### src/rtl/decode_pkg.sv
// rtl/decode_pkg.sv - opcodes, enums and decoded-lane struct for the decode stage
package decode_pkg;

  localparam logic [6:0] OPC_LUI    = 7'b0110111;
  localparam logic [6:0] OPC_AUIPC  = 7'b0010111;
  localparam logic [6:0] OPC_JAL    = 7'b1101111;
  localparam logic [6:0] OPC_JALR   = 7'b1100111;
  localparam logic [6:0] OPC_BRANCH = 7'b1100011;
  localparam logic [6:0] OPC_LOAD   = 7'b0000011;
  localparam logic [6:0] OPC_STORE  = 7'b0100011;
  localparam logic [6:0] OPC_OP_IMM = 7'b0010011;
  localparam logic [6:0] OPC_OP     = 7'b0110011;
  localparam logic [6:0] OPC_SYSTEM = 7'b1110011;

  localparam logic [31:0] INSTR_WFI = 32'h10500073;

  // Low three bits follow funct3; bit 3 marks the subtract / arithmetic-shift variants.
  typedef enum logic [3:0] {
    ALU_ADD  = 4'd0,
    ALU_SLL  = 4'd1,
    ALU_SLT  = 4'd2,
    ALU_SLTU = 4'd3,
    ALU_XOR  = 4'd4,
    ALU_SRL  = 4'd5,
    ALU_OR   = 4'd6,
    ALU_AND  = 4'd7,
    ALU_SUB  = 4'd8,
    ALU_SRA  = 4'd13
  } aluop_e;

  typedef enum logic [2:0] {IMM_NONE, IMM_I, IMM_S, IMM_B, IMM_U, IMM_J} imm_type_e;

  typedef enum logic {ST_RUN, ST_WFI_WAIT} state_e;

  typedef struct packed {
    logic [4:0]  rd;
    logic [4:0]  rs1;
    logic [4:0]  rs2;
    logic        rd_valid;
    logic        rs1_valid;
    logic        rs2_valid;
    logic [31:0] imm;
    aluop_e      aluop;
    logic        is_branch;
    logic        is_jal;
    logic        is_wfi;
    logic        illegal;
  } lane_dec_t;

  function automatic logic [31:0] imm_gen(input logic [31:0] i, input imm_type_e t);
    logic [31:0] r;
    r = '0;
    case (t)
      IMM_I:   r = {{20{i[31]}}, i[31:20]};
      IMM_S:   r = {{20{i[31]}}, i[31:25], i[11:7]};
      IMM_B:   r = {{19{i[31]}}, i[31], i[7], i[30:25], i[11:8], 1'b0};
      IMM_U:   r = {i[31:12], 12'b0};
      IMM_J:   r = {{11{i[31]}}, i[31], i[19:12], i[20], i[30:21], 1'b0};
      default: r = '0;
    endcase
    return r;
  endfunction

endpackage

### src/rtl/decode_stage_if.sv
// rtl/decode_stage_if.sv - group-in / decoded-group-out bundle for decode_stage
interface decode_stage_if #(
  parameter int LANES = 2,
  parameter int XLEN  = 32
);
  logic                  in_valid;
  logic                  in_ready;
  logic [LANES*XLEN-1:0] in_instr;
  logic [XLEN-1:0]       in_pc;
  logic                  flush;
  logic                  wake;
  logic                  out_valid;
  logic                  out_ready;
  logic [XLEN-1:0]       out_pc;
  logic [LANES-1:0]      out_lane_valid;
  logic [LANES*5-1:0]    out_rd;
  logic [LANES*5-1:0]    out_rs1;
  logic [LANES*5-1:0]    out_rs2;
  logic [LANES-1:0]      out_rd_valid;
  logic [LANES-1:0]      out_rs1_valid;
  logic [LANES-1:0]      out_rs2_valid;
  logic [LANES*XLEN-1:0] out_imm;
  logic [LANES*4-1:0]    out_aluop;
  logic [LANES-1:0]      out_is_branch;
  logic [LANES-1:0]      out_is_jal;
  logic [LANES-1:0]      out_is_wfi;
  logic [LANES-1:0]      out_illegal;

  modport master (
    output in_valid, in_instr, in_pc, flush, wake, out_ready,
    input  in_ready, out_valid, out_pc, out_lane_valid, out_rd, out_rs1, out_rs2,
    input  out_rd_valid, out_rs1_valid, out_rs2_valid, out_imm, out_aluop,
    input  out_is_branch, out_is_jal, out_is_wfi, out_illegal
  );

  modport slave (
    input  in_valid, in_instr, in_pc, flush, wake, out_ready,
    output in_ready, out_valid, out_pc, out_lane_valid, out_rd, out_rs1, out_rs2,
    output out_rd_valid, out_rs1_valid, out_rs2_valid, out_imm, out_aluop,
    output out_is_branch, out_is_jal, out_is_wfi, out_illegal
  );
endinterface

### src/rtl/decode_lane.sv
// rtl/decode_lane.sv - combinational RV32I + WFI decoder for one instruction
module decode_lane
  import decode_pkg::*;
(
  input  logic [31:0] instr,
  output lane_dec_t   dec
);

  logic [6:0] opc;
  logic [2:0] f3;
  logic [6:0] f7;

  assign opc = instr[6:0];
  assign f3  = instr[14:12];
  assign f7  = instr[31:25];

  // Classify the opcode and select operand usage, immediate format and ALU op.
  always_comb begin
    imm_type_e it;
    it            = IMM_NONE;
    dec           = '0;
    dec.rd        = instr[11:7];
    dec.rs1       = instr[19:15];
    dec.rs2       = instr[24:20];
    case (opc)
      OPC_LUI, OPC_AUIPC: begin
        dec.rd_valid = 1'b1;
        it           = IMM_U;
      end
      OPC_JAL: begin
        dec.rd_valid = 1'b1;
        dec.is_jal   = 1'b1;
        it           = IMM_J;
      end
      // JALR is an unconditional jump too, so it shares the jump flag and ends the group.
      OPC_JALR: begin
        if (f3 == 3'b000) begin
          dec.rd_valid  = 1'b1;
          dec.rs1_valid = 1'b1;
          dec.is_jal    = 1'b1;
          it            = IMM_I;
        end else begin
          dec.illegal = 1'b1;
        end
      end
      OPC_BRANCH: begin
        if (f3 == 3'b010 || f3 == 3'b011) begin
          dec.illegal = 1'b1;
        end else begin
          dec.rs1_valid = 1'b1;
          dec.rs2_valid = 1'b1;
          dec.is_branch = 1'b1;
          it            = IMM_B;
          dec.aluop     = (f3[2:1] == 2'b00) ? ALU_SUB :
                          (f3[2:1] == 2'b10) ? ALU_SLT : ALU_SLTU;
        end
      end
      OPC_LOAD: begin
        if (f3 == 3'b011 || f3 == 3'b110 || f3 == 3'b111) begin
          dec.illegal = 1'b1;
        end else begin
          dec.rd_valid  = 1'b1;
          dec.rs1_valid = 1'b1;
          it            = IMM_I;
        end
      end
      OPC_STORE: begin
        if (f3 > 3'b010) begin
          dec.illegal = 1'b1;
        end else begin
          dec.rs1_valid = 1'b1;
          dec.rs2_valid = 1'b1;
          it            = IMM_S;
        end
      end
      OPC_OP_IMM: begin
        if ((f3 == 3'b001 && f7 != 7'b0000000) ||
            (f3 == 3'b101 && f7 != 7'b0000000 && f7 != 7'b0100000)) begin
          dec.illegal = 1'b1;
        end else begin
          dec.rd_valid  = 1'b1;
          dec.rs1_valid = 1'b1;
          it            = IMM_I;
          // Only SRAI uses the alternate bit; ADDI with imm[10] set stays ADD.
          dec.aluop     = aluop_e'({(f3 == 3'b101) && f7[5], f3});
        end
      end
      OPC_OP: begin
        if (f7 == 7'b0000000 || (f7 == 7'b0100000 && (f3 == 3'b000 || f3 == 3'b101))) begin
          dec.rd_valid  = 1'b1;
          dec.rs1_valid = 1'b1;
          dec.rs2_valid = 1'b1;
          dec.aluop     = aluop_e'({f7[5], f3});
        end else begin
          dec.illegal = 1'b1;
        end
      end
      OPC_SYSTEM: begin
        if (instr == INSTR_WFI) dec.is_wfi = 1'b1;
        else                    dec.illegal = 1'b1;
      end
      default: dec.illegal = 1'b1;
    endcase
    dec.imm = imm_gen(instr, it);
  end

endmodule

### src/rtl/decode_stage.sv
// rtl/decode_stage.sv - multi-lane decode with 2-entry skid buffer and WFI wait
module decode_stage
  import decode_pkg::*;
#(
  parameter int LANES = 2,
  parameter int XLEN  = 32
) (
  input logic           clk,
  input logic           rst,
  decode_stage_if.slave bus
);

  lane_dec_t        in_dec [LANES];
  logic [LANES-1:0] in_stop;
  logic [LANES-1:0] in_wfi;
  logic [LANES-1:0] in_mask;

  lane_dec_t        buf_dec  [2][LANES];
  logic [XLEN-1:0]  buf_pc   [2];
  logic [LANES-1:0] buf_mask [2];

  logic       rd_ptr, rd_ptr_n;
  logic       wr_ptr, wr_ptr_n;
  logic [1:0] count, count_n;
  logic       ready_q, ready_n;
  state_e     state, state_n;

  logic in_ready_int;
  logic out_valid_int;
  logic push, pop, wfi_hit;

  for (genvar g = 0; g < LANES; g++) begin : g_in
    decode_lane u_dec (
      .instr (32'(bus.in_instr[g*XLEN +: XLEN])),
      .dec   (in_dec[g])
    );
    assign in_stop[g] = in_dec[g].is_branch | in_dec[g].is_jal | in_dec[g].is_wfi | in_dec[g].illegal;
    assign in_wfi[g]  = in_dec[g].is_wfi;
  end

  // Lanes after the first control-flow, WFI or illegal lane are not issued.
  always_comb begin
    in_mask    = '0;
    in_mask[0] = 1'b1;
    for (int i = 1; i < LANES; i++) begin
      in_mask[i] = in_mask[i-1] & ~in_stop[i-1];
    end
  end

  // Flush is a hard kill: no handshake may complete in the cycle it is asserted.
  assign in_ready_int  = ready_q & ~bus.flush;
  assign out_valid_int = (count != 2'd0);
  assign push          = bus.in_valid & in_ready_int;
  assign pop           = out_valid_int & bus.out_ready;
  assign wfi_hit       = |(in_wfi & in_mask);

  // Next buffer occupancy, pointers, FSM state and registered ready.
  always_comb begin
    rd_ptr_n = rd_ptr;
    wr_ptr_n = wr_ptr;
    state_n  = state;
    count_n  = count + {1'b0, push} - {1'b0, pop};
    if (push) wr_ptr_n = ~wr_ptr;
    if (pop)  rd_ptr_n = ~rd_ptr;
    case (state)
      ST_RUN:      if (push && wfi_hit) state_n = ST_WFI_WAIT;
      ST_WFI_WAIT: if (bus.wake || bus.flush) state_n = ST_RUN;
      default:     state_n = ST_RUN;
    endcase
    if (bus.flush) begin
      count_n  = 2'd0;
      rd_ptr_n = 1'b0;
      wr_ptr_n = 1'b0;
    end
    ready_n = (count_n != 2'd2) && (state_n == ST_RUN);
  end

  // Control state register.
  always_ff @(posedge clk or posedge rst) begin
    if (rst) begin
      state   <= ST_RUN;
      count   <= 2'd0;
      rd_ptr  <= 1'b0;
      wr_ptr  <= 1'b0;
      ready_q <= 1'b0;
    end else begin
      state   <= state_n;
      count   <= count_n;
      rd_ptr  <= rd_ptr_n;
      wr_ptr  <= wr_ptr_n;
      ready_q <= ready_n;
    end
  end

  // Buffer payload; outputs are masked by out_valid so stale entries never leak.
  always_ff @(posedge clk) begin
    if (push) begin
      buf_pc[wr_ptr]   <= bus.in_pc;
      buf_mask[wr_ptr] <= in_mask;
      for (int i = 0; i < LANES; i++) begin
        buf_dec[wr_ptr][i] <= in_dec[i];
      end
    end
  end

  assign bus.in_ready       = in_ready_int;
  assign bus.out_valid      = out_valid_int;
  assign bus.out_pc         = out_valid_int ? buf_pc[rd_ptr] : '0;
  assign bus.out_lane_valid = out_valid_int ? buf_mask[rd_ptr] : '0;

  for (genvar g = 0; g < LANES; g++) begin : g_out
    lane_dec_t       hd;
    logic [XLEN-1:0] imm_x;
    assign hd    = out_valid_int ? buf_dec[rd_ptr][g] : '0;
    assign imm_x = XLEN'(signed'(hd.imm));
    assign bus.out_rd[g*5 +: 5]       = hd.rd;
    assign bus.out_rs1[g*5 +: 5]      = hd.rs1;
    assign bus.out_rs2[g*5 +: 5]      = hd.rs2;
    assign bus.out_rd_valid[g]        = hd.rd_valid;
    assign bus.out_rs1_valid[g]       = hd.rs1_valid;
    assign bus.out_rs2_valid[g]       = hd.rs2_valid;
    assign bus.out_imm[g*XLEN +: XLEN] = imm_x;
    assign bus.out_aluop[g*4 +: 4]    = hd.aluop;
    assign bus.out_is_branch[g]       = hd.is_branch;
    assign bus.out_is_jal[g]          = hd.is_jal;
    assign bus.out_is_wfi[g]          = hd.is_wfi;
    assign bus.out_illegal[g]         = hd.illegal;
  end

endmodule

### src/flat_wrapper.sv
// flat-port wrapper written by rule: the top's interface ports become plain ports
module decode_stage_flat import decode_pkg::*;
#(
  parameter int LANES = 2,
  parameter int XLEN  = 32
)
  (clk, rst, bus_in_valid, bus_in_instr, bus_in_pc, bus_flush, bus_wake, bus_out_ready, bus_in_ready, bus_out_valid, bus_out_pc, bus_out_lane_valid, bus_out_rd, bus_out_rs1, bus_out_rs2, bus_out_rd_valid, bus_out_rs1_valid, bus_out_rs2_valid, bus_out_imm, bus_out_aluop, bus_out_is_branch, bus_out_is_jal, bus_out_is_wfi, bus_out_illegal);
  decode_stage_if #(.LANES(LANES), .XLEN(XLEN)) bus_i ();
  input logic clk;
  input logic rst;
  input wire logic [$bits(bus_i.in_valid)-1:0] bus_in_valid;
  input wire logic [$bits(bus_i.in_instr)-1:0] bus_in_instr;
  input wire logic [$bits(bus_i.in_pc)-1:0] bus_in_pc;
  input wire logic [$bits(bus_i.flush)-1:0] bus_flush;
  input wire logic [$bits(bus_i.wake)-1:0] bus_wake;
  input wire logic [$bits(bus_i.out_ready)-1:0] bus_out_ready;
  output wire logic [$bits(bus_i.in_ready)-1:0] bus_in_ready;
  output wire logic [$bits(bus_i.out_valid)-1:0] bus_out_valid;
  output wire logic [$bits(bus_i.out_pc)-1:0] bus_out_pc;
  output wire logic [$bits(bus_i.out_lane_valid)-1:0] bus_out_lane_valid;
  output wire logic [$bits(bus_i.out_rd)-1:0] bus_out_rd;
  output wire logic [$bits(bus_i.out_rs1)-1:0] bus_out_rs1;
  output wire logic [$bits(bus_i.out_rs2)-1:0] bus_out_rs2;
  output wire logic [$bits(bus_i.out_rd_valid)-1:0] bus_out_rd_valid;
  output wire logic [$bits(bus_i.out_rs1_valid)-1:0] bus_out_rs1_valid;
  output wire logic [$bits(bus_i.out_rs2_valid)-1:0] bus_out_rs2_valid;
  output wire logic [$bits(bus_i.out_imm)-1:0] bus_out_imm;
  output wire logic [$bits(bus_i.out_aluop)-1:0] bus_out_aluop;
  output wire logic [$bits(bus_i.out_is_branch)-1:0] bus_out_is_branch;
  output wire logic [$bits(bus_i.out_is_jal)-1:0] bus_out_is_jal;
  output wire logic [$bits(bus_i.out_is_wfi)-1:0] bus_out_is_wfi;
  output wire logic [$bits(bus_i.out_illegal)-1:0] bus_out_illegal;
  assign bus_i.in_valid = bus_in_valid;
  assign bus_i.in_instr = bus_in_instr;
  assign bus_i.in_pc = bus_in_pc;
  assign bus_i.flush = bus_flush;
  assign bus_i.wake = bus_wake;
  assign bus_i.out_ready = bus_out_ready;
  assign bus_in_ready = bus_i.in_ready;
  assign bus_out_valid = bus_i.out_valid;
  assign bus_out_pc = bus_i.out_pc;
  assign bus_out_lane_valid = bus_i.out_lane_valid;
  assign bus_out_rd = bus_i.out_rd;
  assign bus_out_rs1 = bus_i.out_rs1;
  assign bus_out_rs2 = bus_i.out_rs2;
  assign bus_out_rd_valid = bus_i.out_rd_valid;
  assign bus_out_rs1_valid = bus_i.out_rs1_valid;
  assign bus_out_rs2_valid = bus_i.out_rs2_valid;
  assign bus_out_imm = bus_i.out_imm;
  assign bus_out_aluop = bus_i.out_aluop;
  assign bus_out_is_branch = bus_i.out_is_branch;
  assign bus_out_is_jal = bus_i.out_is_jal;
  assign bus_out_is_wfi = bus_i.out_is_wfi;
  assign bus_out_illegal = bus_i.out_illegal;
  decode_stage #(.LANES(LANES), .XLEN(XLEN)) u_core (.clk(clk), .rst(rst), .bus(bus_i));
endmodule
### config.mk
export PLATFORM = sky130hd
export DESIGN_NAME = decode_stage_flat
export DESIGN_NICKNAME = d
export VERILOG_FILES = /design/src/rtl/decode_pkg.sv /design/src/rtl/decode_stage_if.sv /design/src/rtl/decode_lane.sv /design/src/rtl/decode_stage.sv /design/src/flat_wrapper.sv
export SDC_FILE = /design/constraint.sdc
export NUM_CORES = 1
export LEC_CHECK = 0
export BUFFER_PORTS_ARGS = -buffer_cell sky130_fd_sc_hd__buf_4
export CAP_MARGIN = 20
export CORE_ASPECT_RATIO = 1.75
export CORE_MARGIN = 2
export CORE_UTILIZATION = 57
export CTS_BUF_LIST = sky130_fd_sc_hd__clkbuf_8
export DETAILED_ROUTE_END_ITERATION = 12
export GPL_TIMING_DRIVEN = 0
export PLACE_DENSITY = 0.93
export SYNTH_ARGS = -nofsm -noshare
export SYNTH_HDL_FRONTEND = slang
export SYNTH_SLANG_ARGS = --single-unit
### constraint.sdc
create_clock -name clk -period 14.2 [get_ports clk]
set_input_delay 4.26 -clock clk [delete_from_list [all_inputs] [get_ports clk]]
set_output_delay 4.26 -clock clk [all_outputs]
set_load 0.02 [all_outputs]
==> results of run 1 <==
[cells by family (layout without fill, tap and decap cells)]
logic type	count (synthesis)	count (layout)	synth area share
other	0	1	0
buffers and inverters	65	391	0.0200
XOR/XNOR	6	6	0.00399
AO/OA/AOI/OAI	108	108	0.0606
flip-flops	304	304	0.690
AND/OR/NAND/NOR	305	305	0.108
adder cells (fa/ha/maj)	2	2	0.00190
multiplexers	151	151	0.115
[layer usage]
| metal | global-route usage | vias to the layer above | wire length, um |
|---|---|---|---|
| met5 | 0 | - | 0 |
| met4 | 0.155 | 0 | 1680 |
| met3 | 0.0540 | 97 | 2090 |
| met2 | 0.518 | 437 | 18700 |
| met1 | 0.263 | 4372 | 10500 |
| li1 | - | 4112 | - |
[power by group through the flow]
stage               Clock (W)  Sequential [W]  Combinational, W
floorplan                   0         0.00113          0.000696
global placement            0         0.00114           0.00119
detailed placement          0         0.00112           0.00123
CTS                  0.000609         0.00111           0.00124
global route         0.000641         0.00111           0.00130
finish               0.000598         0.00111           0.00123
[layout by cell type (no fill, tap or decap), drive strengths merged, types with 4 or more instances in the layout]
cell type / synthesis / routed
nor3: 21 / 21
nor4: 6 / 6
edfxtp: 298 / 298
and2: 10 / 10
xor2: 4 / 4
or4: 4 / 4
clkbuf: 35 / 78
a21o: 39 / 39
mux2i: 150 / 150
nor2: 179 / 179
dfrtp: 6 / 6
or3: 5 / 5
a21oi: 10 / 10
inv: 10 / 27
clkinv: 0 / 8
nor2b: 17 / 17
buf: 20 / 276
nand2: 32 / 32
o21ai: 17 / 17
nand2b: 7 / 7
a22o: 7 / 7
nand3b: 4 / 4
[metrics by stage]
step	util	worst slack [ps]	total power, W
after floorplan	-	3390	0.00183
after global placement	0.677	579	0.00233
after detailed placement	0.688	4980	0.00235
after CTS	0.720	4980	0.00295
after global routing	0.720	4890	0.00306
final	0.720	4960	0.00293
[how the worst max path moves through the flow]
stage	from	endpoint	slack, ps	cells after the start
after floorplan	bus_flush	u_core.buf_dec[0][0]$_DFFE_PP_	3390	2
after global placement	bus_flush	u_core.buf_dec[0][30]$_DFFE_PP_	580	2
after detailed placement	bus_flush	bus_in_ready	4980	3
after CTS	bus_flush	bus_in_ready	4980	3
after global routing	bus_flush	bus_in_ready	4890	3
final	bus_flush	bus_in_ready	4960	3
[flip-flops by register name, indices dropped and copies added (netlist names)]
name,flops
u_core.buf_mask,2
u_core.rd_ptr,1
u_core.state,1
u_core.ready_q,1
u_core.buf_dec,232
u_core.count,2
u_core.wr_ptr,1
u_core.buf_pc,64
[synthesized netlist by cell type, types with 3 or more instances]
master	instances	share of area
nand2b_1	6	0.0028
or3_1	5	0.0024
nor2_1	177	0.050
xor2_1	4	0.0027
buf_1	12	0.0034
clkbuf_1	35	0.010
nand2_1	31	0.0088
buf_2	4	0.0015
nor3_1	21	0.0080
a21o_1	39	0.022
a21oi_1	8	0.0030
mux2i_1	150	0.11
dfrtp_1	6	0.011
nor4_1	5	0.0024
a32o_1	3	0.0023
nand4_1	3	0.0014
inv_1	10	0.0028
edfxtp_1	298	0.68
nand3b_1	4	0.0023
and2_1	10	0.0047
a31oi_1	3	0.0014
o31ai_1	3	0.0017
o31a_1	3	0.0020
o21ai_0	17	0.0065
nand3_1	3	0.0011
nor2b_1	17	0.0081
a22o_1	7	0.0047
buf_4	4	0.0023
[worst max-delay path, cell delays in order]
cell and delay [ps]:
clkbuf_1 410, nor2b_1 120, buf_4 190
[final cells by class]
cell class                      instances  area [um^2]
Tap cell                              300          375
Sequential cell                       304         9100
Clock buffer                           43          592
Buffer                                 55          226
Timing Repair Buffer                  256         2070
Antenna cell                            1         2.50
Inverter                               10         37.5
Fill cell                            1475         6370
Multi-Input combinational cell        572         3830
Clock inverter                         27          134
==> results.ini, run 1 <==
[cells_and_area]
syn_to_final_growth_pct = 24.2
layout.nets = 1344
final_cells = 1568
final_cell_area_um2 = 16400
layout-drive-gt1-share = 0.257

[power]
power_frac_comb = 0.419
switching_share = 0.371
p_leak_nw = 6.35
p_switching_w = 0.00109
seqPwrFrac = 0.377
clock_power_share = 0.204
p_int_w = 0.00184
power_density_nw_per_um2 = 179
vdd_drop_max_mv = 0.142

[drt]
vias = 9018
drtIter0Drc = 837
detail-route-antenna-nets = 0
routedWlPerCell_um = 21.0
drc_errors = 0
firstDrtPassIters = 7
viasPerCell = 5.75
wl_um = 33000

[die]
dieWidth_um = 119
io_pins = 254
start_util = 0.580
die_area_um2 = 24400
core_um2 = 22700
die_h_um = 205
num_rows = 73

[worst_hold_path]
hold_end = u_core.state$_DFF_PP0_
hold_class = reg -> reg
min-delay-start = u_core.state$_DFF_PP0_
worstHoldPathCells = 2

[worst_setup_path]
r2r-end = u_core.ready_q$_DFF_PP0_
critPathKind = in -> out
reg2reg_slack_ps = 11810
crit_arrival_ps = 4980
cp-end-kind = output pin
r2r_cells = 10
cp.required_ps = 9940
crit_path_max_fanout = 10
timing.rr.start = u_core.count[1]$_DFF_PP0_
worst_setup_path_start_kind = input pin

[outcome]
status = complete, no violations

[timing]
fin_setup_tns_ps = 0
period_share = 0.651
grt_setup_unrepaired = no
finalSetupViolCount = 0
fmax_mhz = 108
worst_pin_slew_ps = 1000
period_minus_slack_ps = 9240
drv_slew = 0
relSlewSlack = 0.331
finClkSkew_ps = 14.5
hold_ws_ps = 551
hold_viol_final = 0

[clock_network]
clock-root-buffer = clkbuf_8
cts_setup_buffers = 0
ctsResizeCount = 0
cts-buffers-inserted = 41
htreeDepth = 2
hold_buffers = 0
cts.sinks = 304
clk_pin_slew_worst_paths_ps = 60
clk_path_buf_depth = 3
cts_tree = done
clk_latency_ps = 560

[global_route]
grt_pass1_vias = 9404
grt_pass1_wl_um = 49800
grt_antenna_before_repair = 1
grt_max_degree = 59
grtUsageTotal = 0.270
grt_overflow = 0

[synth]
ys.warnings.count = 0
synth-seq-cells = 304
synthFlopType = edfxtp_1
synthArstFlopShare = 0.0197
ys_seq_area_frac = 0.690
syn_nets = 1045
synth_edf_count = 298
syn_area_per_cell_um2 = 14.0
synthesis.area_um2 = 13200
synth_cells = 941
yosysUniqueCellTypes = 66

[place]
io_buffer_count = 246
placed_area_um2 = 15600
dp_hpwl_um = 23900
dpl.cell_count = 1497
gp_congestion = 0.909

[job]
maxCapViolations = 0

Power figures use the tool's default switching activity.
==> inputs of run 2 (changes only) <==
--- a/config.mk
+++ b/config.mk
@@ -9,11 +9,11 @@
 export CAP_MARGIN = 20
 export CORE_ASPECT_RATIO = 1.75
 export CORE_MARGIN = 2
-export CORE_UTILIZATION = 57
+export CORE_UTILIZATION = 52
 export CTS_BUF_LIST = sky130_fd_sc_hd__clkbuf_8
 export DETAILED_ROUTE_END_ITERATION = 12
 export GPL_TIMING_DRIVEN = 0
-export PLACE_DENSITY = 0.93
+export PLACE_DENSITY = 0.9
 export SYNTH_ARGS = -nofsm -noshare
 export SYNTH_HDL_FRONTEND = slang
 export SYNTH_SLANG_ARGS = --single-unit
==> constraint.sdc (replaced) <==
create_clock -name clk -period 8.32 [get_ports clk]
set_input_delay 2.496 -clock clk [delete_from_list [all_inputs] [get_ports clk]]
set_output_delay 2.496 -clock clk [all_outputs]
set_load 0.02 [all_outputs]
==> results.ini, run 2 (synthesized netlist as in run 1, its figures left out) <==
[outcome]
status = complete, no violations

[clock_network]
ctsResizeCount = 0  ; unchanged
htreeDepth = 2  ; unchanged
cts_setup_buffers = 0  ; unchanged
cts.sinks = 304  ; unchanged
clk_path_buf_depth = 3  ; unchanged
clk_pin_slew_worst_paths_ps = 60  ; about the same
hold_buffers = 0  ; unchanged
clock-root-buffer = clkbuf_8
cts_tree = done
cts-buffers-inserted = 42  ; +2.4%
clk_latency_ps = 560  ; about the same

[timing]
grt_setup_unrepaired = no
worst_pin_slew_ps = 975  ; -25.0 ps
finClkSkew_ps = 18.4  ; +3.89 ps
drv_slew = 0  ; unchanged
relSlewSlack = 0.349  ; +0.0182
fin_setup_tns_ps = 0  ; unchanged
fmax_mhz = 174
period_minus_slack_ps = 5760
hold_viol_final = 0  ; unchanged
finalSetupViolCount = 0  ; unchanged
period_share = 0.692

[power]
vdd_drop_max_mv = 0.207  ; +46%
power_density_nw_per_um2 = 308  ; +72%
p_total_w = 0.00509  ; +74%
p_leak_nw = 6.37  ; +0.29%

[cells_and_area]
layout-drive-gt1-share = 0.265  ; +0.00801
final_cell_area_um2 = 16500  ; +0.79%
layout.nets = 1346  ; +0.15%
syn_to_final_growth_pct = 25.2
reg_top3 = u_core.buf_dec (232), u_core.buf_pc (64)
largest_register = u_core.buf_dec
final_cell_mix = edfxtp_1, buf_4, nor2_1
largest_reg_flops = 232  ; unchanged
fin_util = 0.659  ; -0.0611
final_common_cell = edfxtp_1

[place]
io_buffer_count = 246  ; unchanged
gp_congestion = 0.878  ; -3.5%
placed_area_um2 = 15700  ; +0.38%
dp_hpwl_um = 24300  ; +1.9%

[job]
maxCapViolations = 0  ; unchanged

[worst_setup_path]
cp.required_ps = 5820  ; -4120 ps
cp_cell_sequence = clkbuf_1 -> nor2b_1 -> buf_4
crit_arrival_ps = 3260  ; -1720 ps
cp-end-kind = output pin
reg2reg_slack_ps = 5840  ; -5970 ps
worst_setup_path_start_kind = input pin
critPathKind = in -> out
cp_slowest_cell = clkbuf_1
crit_path_max_fanout = 10  ; unchanged
critical-path-max-stage-delay_ps = 420  ; about the same

[drt]
wl_met2_um = 18400  ; -1.7%
vias = 9057  ; +0.43%
drc_errors = 0  ; unchanged
detail-route-antenna-nets = 0  ; unchanged
met1Wirelength_um = 11000  ; +5.4%
viasPerCell = 5.69  ; -1.1%
wl_um = 33600  ; +1.9%
routedWlPerCell_um = 21.1  ; +0.33%
wl_met3_um = 1970  ; -5.8%
drtIter0Drc = 768  ; -8.2%
maxUsedRoutingLayer = met4
firstDrtPassIters = 6  ; -1

[die]
core_um2 = 25000  ; +10%
die_h_um = 215  ; +4.6%
start_util = 0.526  ; -0.0533
io_pins = 254  ; unchanged
die_area_um2 = 26700  ; +9.4%
dieWidth_um = 124  ; +4.5%
num_rows = 77  ; +5.5%

[worst_hold_path]
hold_class = reg -> reg

[global_route]
grt_overflow = 0  ; unchanged
grt_max_degree = 62  ; +5.1%
grt_antenna_before_repair = 3  ; +2
grt_pass1_wl_um = 50800  ; +1.9%
grt_pass1_vias = 9220  ; -2.0%
grtUsageTotal = 0.246  ; -0.0239

[run 2: cell types whose count changed in the layout (fill, tap and decap cells not counted), sizes merged]
cell      delta
clkinv      +14
inv          -9
buf          +1
bufinv       +1
clkbuf       -1
clkinvlp     +1
diode        +1
[run 2: worst max-delay path, delay by kind of cell]
kind                   cells  cell delay, ps
buffers and inverters      2             610
and+or+nand+nor            1             150
[run 2: final cells by class]
class                      count  area (um^2)
sequential                   304         9100
clock buffer                  42          578
timing repair buffer         257         2110
fill                        1786         8550
multi-input combinational    572         3830
antenna                        2         5.00
clock inverter                34          214
buffer                        55          226
inverter                      10         37.5
tap                          316          395
[run 2: per-stage QoR]
step           instances  worst slack, ps  hold WS (ps)
3_5_place_dp        1514             2570           535
6_report            1592             2560           544
3_3_place_gp        1503             -344           516
4_1_cts             1590             2570           553
2_1_floorplan        941             1480           493
5_1_grt             1592             2490           580
[run 2: metal layers]
layer | global-route usage | up-vias
li1 | - | 4113
met1 | 0.246 | 4398
met2 | 0.466 | 423
met3 | 0.0419 | 123
met4 | 0.149 | 0
met5 | 0 | -
[run 2: path summary, 6_finish.rpt]
path | start | end | cells past startpoint
setup reg to reg | u_core.count[1]$_DFF_PP0_ | u_core.ready_q$_DFF_PP0_ | 10
hold reg to reg | u_core.state$_DFF_PP0_ | u_core.state$_DFF_PP0_ | 2
hold / removal | u_core.state$_DFF_PP0_ | u_core.state$_DFF_PP0_ | 2
max in group asynchronous | rst | u_core.state$_DFF_PP0_ | 2
setup / recovery | bus_flush | bus_in_ready | 3
min in group asynchronous | rst | u_core.count[0]$_DFF_PP0_ | 2
[run 2: power breakdown]
group / internal, W / switching [W] / total (W) / leakage, nW
logic: 0.000797 / 0.00131 / 0.00210 / 3.08
clock network: 0.000543 / 0.000558 / 0.00110 / 0.433
registers: 0.00185 / 0.0000383 / 0.00188 / 2.86
==> inputs of run 3 (changes only) <==
==> constraint.sdc (replaced) <==
create_clock -name clk -period 5.1 [get_ports clk]
set_input_delay 1.53 -clock clk [delete_from_list [all_inputs] [get_ports clk]]
set_output_delay 1.53 -clock clk [all_outputs]
set_load 0.02 [all_outputs]
==> results.ini, run 3 (synthesized netlist as in run 1, its figures left out) <==
[outcome]
status = complete, no violations

[clock_network]
cts-buffers-inserted = 41  ; -2.4%
clk_pin_slew_worst_paths_ps = 70  ; about the same
clk_path_buf_depth = 3  ; unchanged
cts_tree = done
cts_setup_buffers = 0  ; unchanged
ctsResizeCount = 0  ; unchanged
htreeDepth = 2  ; unchanged
clk_latency_ps = 550  ; about the same
cts.sinks = 304  ; unchanged
hold_buffers = 0  ; unchanged
clock-root-buffer = clkbuf_8

[worst_setup_path]
cp_top_family = buffers and inverters
worst_setup_path_start_kind = flip-flop
crit_top_cell = clkbuf_1
cp_slowest_cell = buf_1
cp-end-kind = output pin
critPathKind = reg -> out
path_buf_inv = 4  ; +2
path_depth = 6  ; +3
critical-path-max-stage-delay_ps = 740  ; +320 ps
cp_cell_sequence = clkbuf_1 -> clkbuf_1 -> buf_1 -> mux2i_1 -> nor2_1 -> buf_4
r2r_cells = 10  ; unchanged
cp.required_ps = 3570  ; -2250 ps
crit_arrival_ps = 2970  ; -290 ps
crit_path_max_fanout = 10  ; unchanged

[power]
seqPwrFrac = 0.375  ; +0.005
p_leak_nw = 6.37  ; about the same
switching_share = 0.373  ; -0.000475
clock_power_share = 0.207  ; -0.009
p_switching_w = 0.00306  ; +61%
vdd_drop_max_mv = 0.317  ; +53%
p_int_w = 0.00514  ; +61%
power_frac_comb = 0.419  ; +0.006
power_density_nw_per_um2 = 498  ; +61%

[drt]
vias = 8986  ; -0.78%
detail-route-antenna-nets = 0  ; unchanged
viasPerCell = 5.67  ; -0.35%
wl_um = 33500  ; -0.16%
firstDrtPassIters = 5  ; -1
drc_errors = 0  ; unchanged
drtIter0Drc = 620  ; -19%
routedWlPerCell_um = 21.2  ; +0.28%

[timing]
grt_setup_unrepaired = no
period_share = 0.882
relSlewSlack = 0.360  ; +0.0105
fmax_mhz = 222
drv_slew = 0  ; unchanged
worst_pin_slew_ps = 960  ; -14.8 ps
period_minus_slack_ps = 4500
finClkSkew_ps = 13.5  ; -4.93 ps
finalSetupViolCount = 0  ; unchanged
hold_viol_final = 0  ; unchanged

[cells_and_area]
final_cell_mix = edfxtp_1, buf_4, nor2_1
reg_top3 = u_core.buf_dec (232), u_core.buf_pc (64)
fill_cells = 1785  ; -0.056%
layout.nets = 1346  ; unchanged
n_antenna_cell = 0  ; -2
layout-drive-gt1-share = 0.262  ; -0.00289
fin_util = 0.658  ; about the same
syn_to_final_growth_pct = 25.1  ; about the same
largest_reg_flops = 232  ; unchanged
final_common_cell = edfxtp_1
final_cell_area_um2 = 16500  ; about the same
largest_register = u_core.buf_dec

[place]
gp_congestion = 0.893  ; +1.8%
placed_area_um2 = 15800  ; +0.37%
io_buffer_count = 246  ; unchanged
dp_hpwl_um = 24600  ; +1.3%

[global_route]
grt_antenna_before_repair = 0  ; -3
grt_pass1_vias = 9272  ; +0.56%
grt_pass1_wl_um = 50900  ; +0.26%
grtUsageTotal = 0.247  ; +0.00122
grt_max_degree = 45  ; -27%
grt_overflow = 0  ; unchanged

[die]
io_pins = 254  ; unchanged
num_rows = 77  ; unchanged
core_um2 = 25000  ; unchanged
dieWidth_um = 124  ; unchanged
die_h_um = 215  ; unchanged
die_area_um2 = 26700  ; unchanged
start_util = 0.526  ; unchanged

[worst_hold_path]
hold_class = reg -> reg
worstHoldPathCells = 2  ; unchanged

[job]
maxCapViolations = 0  ; unchanged

[run 3: changes by cell type in the layout (fill, tap and decap cells not counted), moves of 2 or more]
cell,delta
buf_12,+2
clkinv_2,-3
diode_2,-2
clkinvlp_4,-2
buf_8,-2
[run 3: area by class of cell]
class | instances | area (um^2) | area share
buffer | 55 | 248 | 0.0150
clock buffer | 42 | 578 | 0.0351
clock inverter | 28 | 149 | 0.00903
inverter | 10 | 37.5 | 0.00228
multi-input combinational | 572 | 3830 | 0.232
sequential | 304 | 9100 | 0.552
tap | 316 | 395 | 0.0240
timing repair buffer | 258 | 2150 | 0.130
[run 3: per-layer routing]
metal	vias to the layer above	wire, um	global-route usage
met5	-	0	0
met2	395	18900	0.473
met4	0	2040	0.148
met1	4363	10700	0.242
met3	118	1910	0.0452
li1	4110	-	-
[run 3: path summary, 6_finish.rpt]
path / startpoint / endpoint / slack (ps)
hold reg to reg: u_core.state$_DFF_PP0_ / u_core.state$_DFF_PP0_ / 560
hold / removal: u_core.state$_DFF_PP0_ / u_core.state$_DFF_PP0_ / 560
max in group asynchronous: rst / u_core.ready_q$_DFF_PP0_ / 3990
min in group asynchronous: rst / u_core.state$_DFF_PP0_ / 910
setup / recovery: u_core.rd_ptr$_DFFE_PP0P_ / bus_out_is_wfi[0] / 600
setup reg to reg: u_core.count[1]$_DFF_PP0_ / u_core.ready_q$_DFF_PP0_ / 2640
[run 3: per-stage QoR]
stage	TNS [ps]	setup slack, ps	hold slack, ps	power, W	cells
CTS	0	382	565	0.00828	1585
finish	0	604	560	0.00821	1585
global route	0	332	593	0.00856	1585
floorplan	-85420	-573	493	0.00507	941
detailed placement	0	1040	545	0.00659	1515
global placement	-350590	-2360	515	0.00648	1503
[run 3: power by group through the flow]
stage / combinational [W] / clock, W / sequential, W
detailed placement: 0.00347 / 0 / 0.00313
floorplan: 0.00194 / 0 / 0.00313
CTS: 0.00348 / 0.00173 / 0.00307
global route: 0.00366 / 0.00182 / 0.00309
finish: 0.00344 / 0.00170 / 0.00307
global placement: 0.00333 / 0 / 0.00315
[run 3: worst reg2reg max path, stage by stage, from the launching register on]
cell and delay (ps):
dfrtp_1 390, nor2_1 360, inv_1 180, and2_1 230, ha_1 280, inv_1 40, ha_1 180, xor2_1 170
xnor2_1 160, o31a_1 250, o31a_1 100
